## config.mk

```make
export PLATFORM = sky130hd
export DESIGN_NAME = divmod_dp
export DESIGN_NICKNAME = d
export VERILOG_FILES = /design/src/rtl/divmod_dp.sv
export SDC_FILE = /design/constraint.sdc
export NUM_CORES = 1
export LEC_CHECK = 0
export ABC_AREA = 1
export BUFFER_PORTS_ARGS = -buffer_cell sky130_fd_sc_hd__buf_2
export CAP_MARGIN = 20
export CORE_MARGIN = 2
export CORE_UTILIZATION = 45
export DETAILED_ROUTE_END_ITERATION = 12
export PLACE_DENSITY = 0.67
export SKIP_CTS_REPAIR_TIMING = 1
export SYNTH_ARGS = -nofsm -noshare
export SYNTH_HDL_FRONTEND = slang
export SYNTH_SLANG_ARGS = --single-unit
```

## constraint.sdc

```tcl
create_clock -name clk -period 11.06 [get_ports clk]
set_input_delay 0.553 -clock clk [delete_from_list [all_inputs] [get_ports clk]]
set_output_delay 0.553 -clock clk [all_outputs]
set_load 0.1 [all_outputs]
```

## src/rtl/divmod_dp.sv

```systemverilog
// divmod_dp: radix-2 restoring mantissa divider for the FPU.
// One quotient bit per unheld cycle; WIDTH+2 quotient bits plus a sticky bit.
// fpuhold freezes every register; reset aborts any operation in flight.
module divmod_dp #(
    parameter int WIDTH = 24
) (
    input  logic             clk,
    input  logic             reset,
    input  logic             fpuhold,
    input  logic             start,
    input  logic [WIDTH-1:0] dvd,
    input  logic [WIDTH-1:0] dvs,
    output logic             busy,
    output logic             done,
    output logic [WIDTH+1:0] quot,
    output logic             sticky,
    output logic             qovf,
    output logic             derr
);

    // Counter must hold WIDTH+2 iterations.
    localparam int CW = $clog2(WIDTH + 3);

    typedef enum logic [1:0] {
        S_IDLE = 2'd0,
        S_RUN  = 2'd1,
        S_DONE = 2'd2
    } state_t;

    state_t           state_reg;
    logic [WIDTH:0]   rem_reg;      // partial remainder, WIDTH+1 bits
    logic [WIDTH-1:0] dvs_reg;      // divisor captured at start
    logic [WIDTH+1:0] quot_reg;     // quotient shift register
    logic [CW-1:0]    count_reg;
    logic             sticky_reg;
    logic             qovf_reg;
    logic             derr_reg;
    logic             busy_reg;
    logic             done_reg;

    // Trial subtraction R - {0,dvs} as an explicit borrow chain; the final
    // borrow doubles as the comparison (no borrow means R >= dvs).
    logic [WIDTH:0]   dvs_ext;
    logic [WIDTH:0]   diff;
    logic [WIDTH+1:0] borrow;
    logic             qbit;
    logic [WIDTH:0]   rem_sel;
    logic [WIDTH:0]   rem_next;
    logic [WIDTH+1:0] quot_next;

    assign dvs_ext   = {1'b0, dvs_reg};
    assign borrow[0] = 1'b0;

    generate
        for (genvar gi = 0; gi <= WIDTH; gi++) begin : g_sub
            assign diff[gi]       = rem_reg[gi] ^ dvs_ext[gi] ^ borrow[gi];
            assign borrow[gi + 1] = (~rem_reg[gi] & dvs_ext[gi]) |
                                    (~(rem_reg[gi] ^ dvs_ext[gi]) & borrow[gi]);
        end
    endgenerate

    assign qbit      = ~borrow[WIDTH + 1];
    assign rem_sel   = qbit ? diff : rem_reg;
    // R' < dvs < 2^WIDTH, so the shifted value always fits in WIDTH+1 bits.
    assign rem_next  = rem_sel << 1;
    assign quot_next = {quot_reg[WIDTH:0], qbit};

    // Control FSM and datapath registers; everything frozen while fpuhold is high.
    always_ff @(posedge clk) begin
        if (reset) begin
            state_reg  <= S_IDLE;
            rem_reg    <= '0;
            dvs_reg    <= '0;
            quot_reg   <= '0;
            count_reg  <= '0;
            sticky_reg <= 1'b0;
            qovf_reg   <= 1'b0;
            derr_reg   <= 1'b0;
            busy_reg   <= 1'b0;
            done_reg   <= 1'b0;
        end else if (!fpuhold) begin
            case (state_reg)
                S_IDLE: begin
                    if (start) begin
                        quot_reg   <= '0;
                        sticky_reg <= 1'b0;
                        qovf_reg   <= 1'b0;
                        if (!dvs[WIDTH-1]) begin
                            // Unnormalized divisor: report immediately, no iterations.
                            derr_reg  <= 1'b1;
                            done_reg  <= 1'b1;
                            state_reg <= S_DONE;
                        end else begin
                            rem_reg   <= {1'b0, dvd};
                            dvs_reg   <= dvs;
                            count_reg <= CW'(WIDTH + 2);
                            derr_reg  <= 1'b0;
                            busy_reg  <= 1'b1;
                            state_reg <= S_RUN;
                        end
                    end
                end
                S_RUN: begin
                    rem_reg   <= rem_next;
                    quot_reg  <= quot_next;
                    count_reg <= count_reg - 1'b1;
                    if (count_reg == CW'(1)) begin
                        // Last iteration: capture the flags from the final values.
                        sticky_reg <= (rem_next != '0);
                        qovf_reg   <= quot_next[WIDTH+1];
                        busy_reg   <= 1'b0;
                        done_reg   <= 1'b1;
                        state_reg  <= S_DONE;
                    end
                end
                S_DONE: begin
                    done_reg  <= 1'b0;
                    state_reg <= S_IDLE;
                end
                default: begin
                    busy_reg  <= 1'b0;
                    done_reg  <= 1'b0;
                    state_reg <= S_IDLE;
                end
            endcase
        end
    end

    assign busy   = busy_reg;
    assign done   = done_reg;
    assign quot   = quot_reg;
    assign sticky = sticky_reg;
    assign qovf   = qovf_reg;
    assign derr   = derr_reg;

endmodule

```

==> impl_metrics.env <==
export IMPL_outcome="completed"
export IMPL_cts_buffers=9
export IMPL_p_seq_frac=0.435
export IMPL_num_io_pins=83
export IMPL_p_leak_uw=0.00212
export IMPL_setup_viol=0
export IMPL_seq_area_frac_synth=0.408
export IMPL_maxCapViolations=0
export IMPL_p_switching_uw=293
export IMPL_yosys_most_used_dff="dfxtp_1"
export IMPL_layout_setup_ws_ns=0.499
export IMPL_drcViolationCount=0
export IMPL_synth_avg_cell_area_um2=7.37
export IMPL_coreArea_mm2=0.00924
export IMPL_synth_area_top_cells="dfxtp_1, nand2_1, fa_1, nor2_1, inv_1"
export IMPL_routabilityCongestion=0.811
export IMPL_hold_class="in -> reg"
export IMPL_nFillCells=938
export IMPL_ctsLongestPathBuffers=2
export IMPL_sw_frac_of_total=0.370
export IMPL_h_tree_depth=3
export IMPL_final_common_cell="nand2_1"
export IMPL_n_antenna_cell=0
export IMPL_syn_to_final_growth_pct=14.9
export IMPL_grt_busiest_layer="met2"
export IMPL_grt_pass1_wl_mm=16.4
export IMPL_drtIter0Drc=206
export IMPL_wl_per_cell_um=12.3
export IMPL_final_cell_mix="nand2_1, dfxtp_1, buf_2"
export IMPL_die_height_um=101
export IMPL_grt_usage=0.199
export IMPL_period_share=0.955
export IMPL_ys_ff_latch=87
export IMPL_synth_area_leader_cell="dfxtp_1"
export IMPL_largest_reg_flops=26
export IMPL_cts_tree="built"
export IMPL_dieArea_mm2=0.0103
export IMPL_syn_cell_area_mm2=0.00427
export IMPL_wirelength_mm=9.57
export IMPL_dr_pass1_iters=4
export IMPL_hold_depth=3
export IMPL_yosys_area_top_type_share=0.408
export IMPL_crit_path_end_kind="flip-flop"
export IMPL_clock_latency_ns=0.36
export IMPL_gr_usage_met1=0.281
export IMPL_via_per_inst=4.81
export IMPL_tns_ns=0
export IMPL_holdPathEnd="dvs_reg[19]"
export IMPL_crit_top_cell="fa_1"
export IMPL_min_period_ns=10.56
export IMPL_yosysWarnings=0
export IMPL_grt_util_met3=0.0393
export IMPL_crit_type="reg -> reg"
export IMPL_grt_pass1_vias=3509
export IMPL_syn_num_nets=658
export IMPL_r2r_end="sticky"
export IMPL_cp_slowest_cell="fa_1"
export IMPL_maxSlewViolCount=0
export IMPL_ant_nets=0
export IMPL_row_count=35
export IMPL_initial_utilization=0.462
export IMPL_ys_types=26
export IMPL_synth_edff_count=0
export IMPL_clock_sinks=87
export IMPL_worst_pin_slew_ns=0.960
export IMPL_r2r_start="rem_reg[0]"
export IMPL_use_met2=0.314
export IMPL_antenna_found_initial=0
export IMPL_power_share_clock=0.276
export IMPL_fmaxAchievable_mhz=94.7
export IMPL_port_buffers=82
export IMPL_rsz0062_at_grt="false"
export IMPL_crit_required_ns=11.35
export IMPL_root_buffer="clkbuf_8"
export IMPL_drive_gt1_frac=0.170
export IMPL_grt_overflow=0
export IMPL_dp_slack_ns=0.544
export IMPL_combPwrFrac=0.289
export IMPL_crit_arrival_ns=10.85
export IMPL_cpPeakStageDelay_ns=0.42
export IMPL_synthCells=580
export IMPL_hold_viol=0
export IMPL_critical_path_max_fanout=11
export IMPL_relSlewSlack=0.358
export IMPL_p_int_uw=499
export IMPL_grt_max_degree=50
export IMPL_min_from="dvs[19]"
export IMPL_clk_pin_slew_ns=0.10
export IMPL_hpwl_mm=6.66
export IMPL_vdd_drop_max_v=0.0000796
export IMPL_final_nets=721
export IMPL_fin_worst_skew_ns=0.0143
export IMPL_r2r_slack_ns=0.50
export IMPL_die_w_um=101
export IMPL_power_density_mw_per_mm2=161
export IMPL_worstRegToRegCells=38
export IMPL_num_vias=3740
export IMPL_synthArstFlopShare=0
export IMPL_startpoint_type="flip-flop"
[power by group through the flow]
stage	Clock (uW)	Sequential (uW)	Combinational (uW)
detailed placement	0	352	228
global route	238	347	266
CTS	224	345	230
finish	219	345	229
floorplan	0	357	173
global placement	0	352	220
[cell type report]
class                   count  area [um^2]  share of cell area
multi-input cells         405         2170               0.441
clock inverters             7         72.6              0.0148
repair buffers             84          433              0.0882
inverters                  56          213              0.0433
well taps                 129          161              0.0329
clock buffers               9          124              0.0252
flip-flops and latches     87         1740               0.355
[how the worst max path moves through the flow]
| stage | startpoint | to | slack [ns] | depth (start not counted) |
|---|---|---|---|---|
| 2_1_floorplan | rem_reg[0] | sticky | 1.16 | 38 |
| 3_3_place_gp | rem_reg[0] | sticky | 0.78 | 37 |
| 3_5_place_dp | rem_reg[0] | sticky | 0.54 | 38 |
| 4_1_cts | rem_reg[0] | sticky | 0.51 | 38 |
| 5_1_grt | rem_reg[0] | sticky | 0.03 | 38 |
| 6_report | rem_reg[0] | sticky | 0.50 | 38 |
[Yosys cell counts (4+ instances only)]
cell and number:
nand2_1 169, dfxtp_1 87, nor2_1 70, inv_1 51, o21ai_0 38, a21oi_1 37
o21ai_1 26, a31oi_1 25, fa_1 23, clkbuf_1 14, buf_2 13, nand3_1 6
inv_2 4
[cell families after synthesis]
group	count (synthesis)	share of synthesized area
AND/OR/NAND/NOR	249	0.225
flip-flops	87	0.408
buffers and inverters	88	0.0861
adder cells (fa/ha/maj)	26	0.117
AO/OA/AOI/OAI	129	0.163
XOR/XNOR	1	0.00205
[critical path: cells and delay by family, from the launching register on]
kind | cells | cell delay [ns]
flip-flops | 1 | 0.37
AO/OA/AOI/OAI | 1 | 0.11
AND/OR/NAND/NOR | 8 | 0.85
buffers and inverters | 5 | 0.34
adder cells (fa/ha/maj) | 24 | 8.80
[per-stage QoR]
stage          hold WS, ns   util  total power (uW)  instances  cell area (um^2)
2_1_floorplan        0.453      -               530        580              4270
3_3_place_gp         0.448  0.509               571        760              4700
3_5_place_dp         0.455  0.509               579        760              4700
4_1_cts              0.420  0.530               798        776              4900
5_1_grt              0.432  0.531               852        777              4910
6_report             0.434  0.531               793        777              4910
[routing by layer]
layer  part of all wire  wire length (um)
met1               0.49              4730
met2               0.46              4360
met4             0.0088                84
met5                  0                 0
met3              0.040               386
Power figures use the tool's default switching activity.
